## config.mk

```make
export PLATFORM = sky130hd
export DESIGN_NAME = per2axi_req_arbiter_flat
export DESIGN_NICKNAME = d
export VERILOG_FILES = /design/src/rtl/per2axi_req_arbiter_pkg.sv /design/src/rtl/per2axi_req_arbiter_if.sv /design/src/rtl/per2axi_req_arb_fifo.sv /design/src/rtl/per2axi_req_arbiter.sv /design/src/flat_wrapper.sv
export SDC_FILE = /design/constraint.sdc
export NUM_CORES = 1
export LEC_CHECK = 0
export BUFFER_PORTS_ARGS = -buffer_cell sky130_fd_sc_hd__buf_2
export CAP_MARGIN = 20
export CORE_AREA = 2 2 179 181
export CTS_CLUSTER_SIZE = 20
export DETAILED_ROUTE_END_ITERATION = 10
export DIE_AREA = 0 0 181 183
export GPL_ROUTABILITY_DRIVEN = 0
export PLACE_DENSITY = 0.36
export REMOVE_ABC_BUFFERS = 1
export SYNTH_ARGS = -nofsm -noshare
export SYNTH_HDL_FRONTEND = slang
export SYNTH_SLANG_ARGS = --single-unit
```

## constraint.sdc

```tcl
create_clock -name clk_i -period 2.2 [get_ports clk_i]
set_input_delay 0.22 -clock clk_i [delete_from_list [all_inputs] [get_ports clk_i]]
set_output_delay 0.22 -clock clk_i [all_outputs]
set_load 0.005 [all_outputs]
```

## src/rtl/per2axi_req_arbiter_pkg.sv

```systemverilog
// Shared constants, FSM state type and helpers for the per2axi request arbiter.
package per2axi_req_arbiter_pkg;

  localparam logic PER_WE_WRITE = 1'b0;
  localparam logic PER_WE_READ  = 1'b1;

  localparam logic OPC_OK  = 1'b0;
  localparam logic OPC_ERR = 1'b1;

  typedef enum logic {
    ARB  = 1'b0,
    LOCK = 1'b1
  } arb_state_e;

endpackage

```

## src/rtl/per2axi_req_arbiter_if.sv

```systemverilog
// Initiator-side and downstream-side signals of the per2axi request arbiter.
interface per2axi_req_arbiter_if #(
  parameter int NB_REQ         = 4,
  parameter int PER_ADDR_WIDTH = 32,
  parameter int PER_ID_WIDTH   = 5
);

  // initiator side
  logic [NB_REQ-1:0]                     per_req_i;
  logic [NB_REQ-1:0][PER_ADDR_WIDTH-1:0] per_add_i;
  logic [NB_REQ-1:0]                     per_we_i;
  logic [NB_REQ-1:0][31:0]               per_wdata_i;
  logic [NB_REQ-1:0][3:0]                per_be_i;
  logic [NB_REQ-1:0][PER_ID_WIDTH-1:0]   per_id_i;
  logic [NB_REQ-1:0]                     per_gnt_o;
  logic [NB_REQ-1:0]                     per_r_valid_o;
  logic [31:0]                           per_r_rdata_o;
  logic                                  per_r_opc_o;

  // downstream side
  logic                                  out_req_o;
  logic [PER_ADDR_WIDTH-1:0]             out_add_o;
  logic                                  out_we_o;
  logic [31:0]                           out_wdata_o;
  logic [3:0]                            out_be_o;
  logic [PER_ID_WIDTH-1:0]               out_id_o;
  logic                                  out_gnt_i;
  logic                                  out_r_valid_i;
  logic [31:0]                           out_r_rdata_i;
  logic                                  out_r_opc_i;

  modport slave (
    input  per_req_i, per_add_i, per_we_i, per_wdata_i, per_be_i, per_id_i,
    output per_gnt_o, per_r_valid_o, per_r_rdata_o, per_r_opc_o,
    output out_req_o, out_add_o, out_we_o, out_wdata_o, out_be_o, out_id_o,
    input  out_gnt_i, out_r_valid_i, out_r_rdata_i, out_r_opc_i
  );

  modport master (
    output per_req_i, per_add_i, per_we_i, per_wdata_i, per_be_i, per_id_i,
    input  per_gnt_o, per_r_valid_o, per_r_rdata_o, per_r_opc_o,
    input  out_req_o, out_add_o, out_we_o, out_wdata_o, out_be_o, out_id_o,
    output out_gnt_i, out_r_valid_i, out_r_rdata_i, out_r_opc_i
  );

endinterface

```

## src/rtl/per2axi_req_arb_fifo.sv

```systemverilog
// Index FIFO recording which initiator owns each outstanding transaction, oldest at head.
module per2axi_req_arb_fifo #(
  parameter int WIDTH = 2,
  parameter int DEPTH = 4
) (
  input  logic             clk_i,
  input  logic             rst_i,
  input  logic             push_i,
  input  logic [WIDTH-1:0] data_i,
  input  logic             pop_i,
  output logic             full_o,
  output logic             empty_o,
  output logic [WIDTH-1:0] head_o
);

  localparam int AW = $clog2(DEPTH);

  logic [DEPTH-1:0][WIDTH-1:0] mem_q;
  logic [AW:0]                 wr_ptr_q, rd_ptr_q;

  // extra pointer bit separates full from empty when the slot indices match
  assign empty_o = (wr_ptr_q == rd_ptr_q);
  assign full_o  = (wr_ptr_q[AW] != rd_ptr_q[AW]) &&
                   (wr_ptr_q[AW-1:0] == rd_ptr_q[AW-1:0]);
  assign head_o  = mem_q[rd_ptr_q[AW-1:0]];

  always_ff @(posedge clk_i or posedge rst_i) begin
    if (rst_i) begin
      mem_q    <= '0;
      wr_ptr_q <= '0;
      rd_ptr_q <= '0;
    end else begin
      if (push_i) begin
        mem_q[wr_ptr_q[AW-1:0]] <= data_i;
        wr_ptr_q                <= wr_ptr_q + 1'b1;
      end
      if (pop_i) rd_ptr_q <= rd_ptr_q + 1'b1;
    end
  end

endmodule

```

## src/rtl/per2axi_req_arbiter.sv

```systemverilog
// Round-robin arbiter sharing one per2axi slave port between NB_REQ initiators,
// with request lock until downstream grant and in-order response routing.
module per2axi_req_arbiter
  import per2axi_req_arbiter_pkg::*;
#(
  parameter int NB_REQ          = 4,
  parameter int PER_ADDR_WIDTH  = 32,
  parameter int PER_ID_WIDTH    = 5,
  parameter int MAX_OUTSTANDING = 4
) (
  input  logic                               clk_i,
  input  logic                               rst_i,
  per2axi_req_arbiter_if.slave               bus,
  output logic [$clog2(MAX_OUTSTANDING):0]   outstanding_o,
  output logic                               err_o
);

  localparam int IW = $clog2(NB_REQ);
  localparam int CW = $clog2(MAX_OUTSTANDING) + 1;

  arb_state_e state_q, state_d;
  logic [IW-1:0] rr_q, rr_d, lock_q, lock_d;
  logic [CW-1:0] cnt_q, cnt_d;
  logic          err_q, err_d;

  logic [NB_REQ-1:0][IW-1:0] cand;
  logic [IW-1:0] arb_sel, sel, sel_nxt, fifo_head;
  logic          found, any_req, below_max, out_req, hs, rsp_ok;
  logic          fifo_full, fifo_empty, fifo_push;

  logic [PER_ADDR_WIDTH-1:0] add_sel;
  logic [PER_ID_WIDTH-1:0]   id_sel;

  // candidate order: rr_q, rr_q+1, ... wrapping at NB_REQ (NB_REQ need not be a power of two)
  for (genvar i = 0; i < NB_REQ; i++) begin : g_cand
    assign cand[i] = IW'((int'(rr_q) + i) % NB_REQ);
  end

  always_comb begin
    arb_sel = rr_q;
    found   = 1'b0;
    for (int i = 0; i < NB_REQ; i++) begin
      if (!found && bus.per_req_i[cand[i]]) begin
        arb_sel = cand[i];
        found   = 1'b1;
      end
    end
  end

  assign any_req   = |bus.per_req_i;
  assign below_max = (cnt_q < CW'(MAX_OUTSTANDING));
  assign sel       = (state_q == LOCK) ? lock_q : arb_sel;
  assign sel_nxt   = (sel == IW'(NB_REQ - 1)) ? '0 : sel + IW'(1);

  // state register
  always_ff @(posedge clk_i or posedge rst_i) begin
    if (rst_i) begin
      state_q <= ARB;
      rr_q    <= '0;
      lock_q  <= '0;
      cnt_q   <= '0;
      err_q   <= 1'b0;
    end else begin
      state_q <= state_d;
      rr_q    <= rr_d;
      lock_q  <= lock_d;
      cnt_q   <= cnt_d;
      err_q   <= err_d;
    end
  end

  // next-state
  always_comb begin
    state_d = state_q;
    lock_d  = lock_q;
    rr_d    = rr_q;
    unique case (state_q)
      ARB: begin
        if (out_req && !bus.out_gnt_i) begin
          state_d = LOCK;
          lock_d  = arb_sel;
        end
      end
      LOCK: begin
        if (bus.out_gnt_i) state_d = ARB;
      end
      default: state_d = ARB;
    endcase
    if (hs) rr_d = sel_nxt;
  end

  // outputs; reset forces the request low even while initiators keep asking
  always_comb begin
    out_req = 1'b0;
    unique case (state_q)
      ARB:     out_req = below_max & any_req;
      LOCK:    out_req = 1'b1;
      default: out_req = 1'b0;
    endcase
    if (rst_i) out_req = 1'b0;
  end

  assign hs = out_req & bus.out_gnt_i;

  assign add_sel = bus.per_add_i[sel];
  assign id_sel  = bus.per_id_i[sel];

  assign bus.out_req_o   = out_req;
  assign bus.out_add_o   = add_sel;
  assign bus.out_we_o    = bus.per_we_i[sel];
  assign bus.out_wdata_o = bus.per_wdata_i[sel];
  assign bus.out_be_o    = bus.per_be_i[sel];
  assign bus.out_id_o    = id_sel;

  // a response only counts when something is in flight; otherwise it is flagged
  assign rsp_ok = bus.out_r_valid_i & ~fifo_empty;
  assign err_d  = err_q | (bus.out_r_valid_i & fifo_empty);

  always_comb begin
    cnt_d = cnt_q;
    if (hs && !rsp_ok && cnt_q != CW'(MAX_OUTSTANDING)) cnt_d = cnt_q + CW'(1);
    else if (!hs && rsp_ok)                             cnt_d = cnt_q - CW'(1);
  end

  assign fifo_push = hs & (~fifo_full | rsp_ok);

  per2axi_req_arb_fifo #(
    .WIDTH (IW),
    .DEPTH (MAX_OUTSTANDING)
  ) i_fifo (
    .clk_i   (clk_i),
    .rst_i   (rst_i),
    .push_i  (fifo_push),
    .data_i  (sel),
    .pop_i   (rsp_ok),
    .full_o  (fifo_full),
    .empty_o (fifo_empty),
    .head_o  (fifo_head)
  );

  for (genvar i = 0; i < NB_REQ; i++) begin : g_lane
    assign bus.per_gnt_o[i]     = hs & (sel == IW'(i));
    assign bus.per_r_valid_o[i] = rsp_ok & (fifo_head == IW'(i));
  end

  assign bus.per_r_rdata_o = bus.out_r_rdata_i;
  assign bus.per_r_opc_o   = bus.out_r_opc_i;
  assign outstanding_o     = cnt_q;
  assign err_o             = err_q;

endmodule

```

## src/flat_wrapper.sv

```systemverilog
// flat-port wrapper written by rule: the top's interface ports become plain ports
module per2axi_req_arbiter_flat import per2axi_req_arbiter_pkg::*;
#(
  parameter int NB_REQ          = 4,
  parameter int PER_ADDR_WIDTH  = 32,
  parameter int PER_ID_WIDTH    = 5,
  parameter int MAX_OUTSTANDING = 4
)
  (clk_i, rst_i, outstanding_o, err_o, bus_per_req_i, bus_per_add_i, bus_per_we_i, bus_per_wdata_i, bus_per_be_i, bus_per_id_i, bus_per_gnt_o, bus_per_r_valid_o, bus_per_r_rdata_o, bus_per_r_opc_o, bus_out_req_o, bus_out_add_o, bus_out_we_o, bus_out_wdata_o, bus_out_be_o, bus_out_id_o, bus_out_gnt_i, bus_out_r_valid_i, bus_out_r_rdata_i, bus_out_r_opc_i);
  per2axi_req_arbiter_if #(.NB_REQ(NB_REQ), .PER_ADDR_WIDTH(PER_ADDR_WIDTH), .PER_ID_WIDTH(PER_ID_WIDTH)) bus_i ();
  input  logic clk_i;
  input  logic rst_i;
  output logic [$clog2(MAX_OUTSTANDING):0] outstanding_o;
  output logic err_o;
  input wire logic [$bits(bus_i.per_req_i)-1:0] bus_per_req_i;
  input wire logic [$bits(bus_i.per_add_i)-1:0] bus_per_add_i;
  input wire logic [$bits(bus_i.per_we_i)-1:0] bus_per_we_i;
  input wire logic [$bits(bus_i.per_wdata_i)-1:0] bus_per_wdata_i;
  input wire logic [$bits(bus_i.per_be_i)-1:0] bus_per_be_i;
  input wire logic [$bits(bus_i.per_id_i)-1:0] bus_per_id_i;
  output wire logic [$bits(bus_i.per_gnt_o)-1:0] bus_per_gnt_o;
  output wire logic [$bits(bus_i.per_r_valid_o)-1:0] bus_per_r_valid_o;
  output wire logic [$bits(bus_i.per_r_rdata_o)-1:0] bus_per_r_rdata_o;
  output wire logic [$bits(bus_i.per_r_opc_o)-1:0] bus_per_r_opc_o;
  output wire logic [$bits(bus_i.out_req_o)-1:0] bus_out_req_o;
  output wire logic [$bits(bus_i.out_add_o)-1:0] bus_out_add_o;
  output wire logic [$bits(bus_i.out_we_o)-1:0] bus_out_we_o;
  output wire logic [$bits(bus_i.out_wdata_o)-1:0] bus_out_wdata_o;
  output wire logic [$bits(bus_i.out_be_o)-1:0] bus_out_be_o;
  output wire logic [$bits(bus_i.out_id_o)-1:0] bus_out_id_o;
  input wire logic [$bits(bus_i.out_gnt_i)-1:0] bus_out_gnt_i;
  input wire logic [$bits(bus_i.out_r_valid_i)-1:0] bus_out_r_valid_i;
  input wire logic [$bits(bus_i.out_r_rdata_i)-1:0] bus_out_r_rdata_i;
  input wire logic [$bits(bus_i.out_r_opc_i)-1:0] bus_out_r_opc_i;
  assign bus_i.per_req_i = bus_per_req_i;
  assign bus_i.per_add_i = bus_per_add_i;
  assign bus_i.per_we_i = bus_per_we_i;
  assign bus_i.per_wdata_i = bus_per_wdata_i;
  assign bus_i.per_be_i = bus_per_be_i;
  assign bus_i.per_id_i = bus_per_id_i;
  assign bus_per_gnt_o = bus_i.per_gnt_o;
  assign bus_per_r_valid_o = bus_i.per_r_valid_o;
  assign bus_per_r_rdata_o = bus_i.per_r_rdata_o;
  assign bus_per_r_opc_o = bus_i.per_r_opc_o;
  assign bus_out_req_o = bus_i.out_req_o;
  assign bus_out_add_o = bus_i.out_add_o;
  assign bus_out_we_o = bus_i.out_we_o;
  assign bus_out_wdata_o = bus_i.out_wdata_o;
  assign bus_out_be_o = bus_i.out_be_o;
  assign bus_out_id_o = bus_i.out_id_o;
  assign bus_i.out_gnt_i = bus_out_gnt_i;
  assign bus_i.out_r_valid_i = bus_out_r_valid_i;
  assign bus_i.out_r_rdata_i = bus_out_r_rdata_i;
  assign bus_i.out_r_opc_i = bus_out_r_opc_i;
  per2axi_req_arbiter #(.NB_REQ(NB_REQ), .PER_ADDR_WIDTH(PER_ADDR_WIDTH), .PER_ID_WIDTH(PER_ID_WIDTH), .MAX_OUTSTANDING(MAX_OUTSTANDING)) u_core (.clk_i(clk_i), .rst_i(rst_i), .bus(bus_i), .outstanding_o(outstanding_o), .err_o(err_o));
endmodule
```

==> flow_metrics.env <==
export IMPL_status="finished with violations"
export IMPL_violations="negative setup slack"
export IMPL_die_y_um=183
export IMPL_grt_pass1_wl_mm=30.6
export IMPL_crit_buf_inv=3
export IMPL_cellPowerDensity_mw_per_mm2=1210
export IMPL_whs_ns=0.0711
export IMPL_timing_final_crit_share=1.13
export IMPL_setup_tns_ns=-18.12
export IMPL_die_w_um=181
export IMPL_critPathMaxStageDelay_ns=0.39
export IMPL_clock_path_buffers=2
export IMPL_min_path_type="input port to asynchronous set/reset pin"
export IMPL_cts_tree="done"
export IMPL_tightestPinTransition_ns=0.510
export IMPL_critPathKind="flop to output port"
export IMPL_cpMostUsedCell="mux2i_1"
export IMPL_drc_errors=0
export IMPL_cp_max_fo=7
export IMPL_hold_viol=0
export IMPL_antenna_found_initial=3
export IMPL_fin_ws_ns=-0.295
export IMPL_numClockSinks=23
export IMPL_wl_mm=22.4
export IMPL_final_area_mm2=0.00736
export IMPL_final_cell_mix="387 x buf_2, 213 x mux2i_1, 32 x buf_4, 23 x dfrtp_1, 22 x buf_6"
export IMPL_clk_latency_ns=0.26
export IMPL_rsz0062_at_grt="true"
export IMPL_ys_ff_latch=23
export IMPL_startpoint_type="flop"
export IMPL_port_buffers=390
export IMPL_critical_path_top_delay_family="compound AO/OA/AOI/OAI gates"
export IMPL_cts_root_buf="clkbuf_16"
export IMPL_wl_per_cell_um=18.1
export IMPL_place_inst=1204
export IMPL_core_mm2=0.0312
export IMPL_layout_cells_non_filler=1233
export IMPL_rows=65
export IMPL_ant_nets=0
export IMPL_hold_buffers=0
export IMPL_worst_setup_path_end_kind="output port"
export IMPL_async_flop_share=1.00
export IMPL_drt_iter0_markers=124
export IMPL_maxCapViolCount=0
export IMPL_yosys_warnings=0
export IMPL_io_pins=457
export IMPL_synth_area_mm2=0.00407
export IMPL_synth_edf_count=0
export IMPL_cts_reportedPaths_clkPinSlew_ns=0.06
export IMPL_grt_pass1_vias=4977
export IMPL_required_ns=1.98
export IMPL_worst_ep_arrival_time_ns=2.28
export IMPL_synthToLayoutAreaGrowth_pct=80.8
export IMPL_peakVddDrop_mv=0.400
export IMPL_ys_seq_area_frac=0.141
export IMPL_grt_max_degree=28
export IMPL_grt_total_usage=0.123
export IMPL_drtPass1Iterations=4
export IMPL_place_area_mm2=0.00660
export IMPL_path_cells="and3b_1, a2111o_1, buf_12, a31o_4, buf_6, mux2i_1, mux2i_1, buf_2"
export IMPL_fmax_ghz=0.401
export IMPL_dieArea_mm2=0.0331
export IMPL_drive_above_1_share=0.618
export IMPL_skew_ns=0.00233
export IMPL_vias=4790
export IMPL_dpl_hpwl_mm=18.1
export IMPL_synth_distinct_cells=38
export IMPL_layout_cells_most_common="buf_2"
export IMPL_numCtsBuffers=3
export IMPL_synth_area_per_cell_um2=9.78
export IMPL_grt_overflow=0
export IMPL_postLayoutCoreUtil=0.236
export IMPL_slew_violations=0
export IMPL_setup_viol=78
export IMPL_final_nets=1176
export IMPL_initial_core_util=0.130
export IMPL_slew_headroom=0.659
export IMPL_leakage_uw=0.00394
export IMPL_h_tree_depth=1
export IMPL_syn_inst=416
export IMPL_critPathSlowestCell="dfrtp_1"
export IMPL_finalCriticalPeriod_ns=2.50
export IMPL_via_per_inst=3.88
export IMPL_synthFlopType="dfrtp_1"
-- registers in the layout (all words and copies together) (netlist names) --
| signal | cells |
|---|---|
| u_core.lock_q | 2 |
| u_core.rr_q | 2 |
| u_core.outstanding_o | 3 |
| u_core.state_q | 1 |
| u_core.err_o | 1 |
| u_core.i_fifo.rd_ptr_q | 3 |
| u_core.i_fifo.mem_q | 8 |
| u_core.i_fifo.wr_ptr_q | 3 |
-- layout make-up --
type | instances | area (µm²)
Timing Repair Buffer | 466 | 2940
Fill cell | 3480 | 23900
Clock inverter | 1 | 5.00
Tap cell | 402 | 503
Multi-Input combinational cell | 325 | 3210
Sequential cell | 23 | 576
Inverter | 10 | 42.5
Clock buffer | 3 | 75.1
Antenna cell | 3 | 7.51
-- where the power goes --
group / internal [µW] / switching [µW]
Clock: 245 / 160
Sequential: 630 / 157
Combinational: 4300 / 3430
-- per-stage QoR --
step,worst slack [ns],total power [µW]
2_1_floorplan,-4.44,3690
3_3_place_gp,-0.159,7200
3_5_place_dp,-0.189,7200
4_1_cts,-0.322,8610
5_1_grt,-0.422,9650
6_report,-0.295,8920
-- worst min-delay path, stage by stage --
cell,delay (ns)
buf_2,0.12
inv_1,0.06
buf_4,0.32
-- cell usage after synthesis (5+ instances only) --
| library cell | n | area [µm²] |
|---|---|---|
| buf_6 | 12 | 135 |
| ha_1 | 9 | 113 |
| a21oi_1 | 5 | 25.0 |
| mux2_2 | 11 | 124 |
| o21ai_0 | 8 | 40.0 |
| buf_2 | 8 | 40.0 |
| nand2_1 | 14 | 52.6 |
| nor2_1 | 6 | 22.5 |
| buf_4 | 33 | 248 |
| inv_1 | 9 | 33.8 |
| dfrtp_1 | 23 | 576 |
| buf_1 | 6 | 22.5 |
| and2_1 | 5 | 31.3 |
| mux2i_1 | 223 | 2230 |
-- per-layer routing --
layer / track usage / part of all wire
met1: 0.136 / 0.39
met5: 0.0281 / 0.0061
met3: 0.0584 / 0.10
met2: 0.218 / 0.50
met4: 0.0133 / 0.0039
-- cells by family (layout without fill, tap and decap cells) --
kind of cell	after synthesis	count (layout)	synth area share
adder cells (fa/ha/maj)	10	10	0.0326
AO/OA/AOI/OAI	27	30	0.0480
buffers and inverters	71	480	0.121
other	0	3	0
AND/OR/NAND/NOR	42	42	0.0523
flip-flops	23	23	0.141
XOR/XNOR	7	7	0.0151
multiplexers	236	236	0.590
-- path summary, 6_finish.rpt --
kind                                                        from                             endpoint  slack (ns)  cells past startpoint
max                                   u_core.rr_q[1]$_DFFE_PP0P_                  bus_out_wdata_o[30]       -0.30                      8
max in group asynchronous                                  rst_i  u_core.outstanding_o[0]$_DFFE_PP0P_        1.87                      3
min in group clk_i                                 bus_out_gnt_i             u_core.state_q$_DFF_PP0_        0.16                      2
min                                                        rst_i             u_core.state_q$_DFF_PP0_        0.07                      3
min reg2reg                               u_core.err_o$_DFF_PP0_               u_core.err_o$_DFF_PP0_        0.46                      1
max reg2reg                u_core.i_fifo.rd_ptr_q[2]$_DFFE_PP0P_  u_core.outstanding_o[2]$_DFFE_PP0P_        0.11                      9
-- timing repair --
| action | in CTS | in global routing |
|---|---|---|
| setup endpoints to repair | 79 | 80 |
| gates cloned | 7 | 4 |
| pin swaps | 7 | 3 |
| setup buffers | 9 | 3 |
| resized for setup | 49 | 30 |
| hold endpoints to repair | 0 | 0 |
Note: power is estimated with default switching activity, not from simulation.
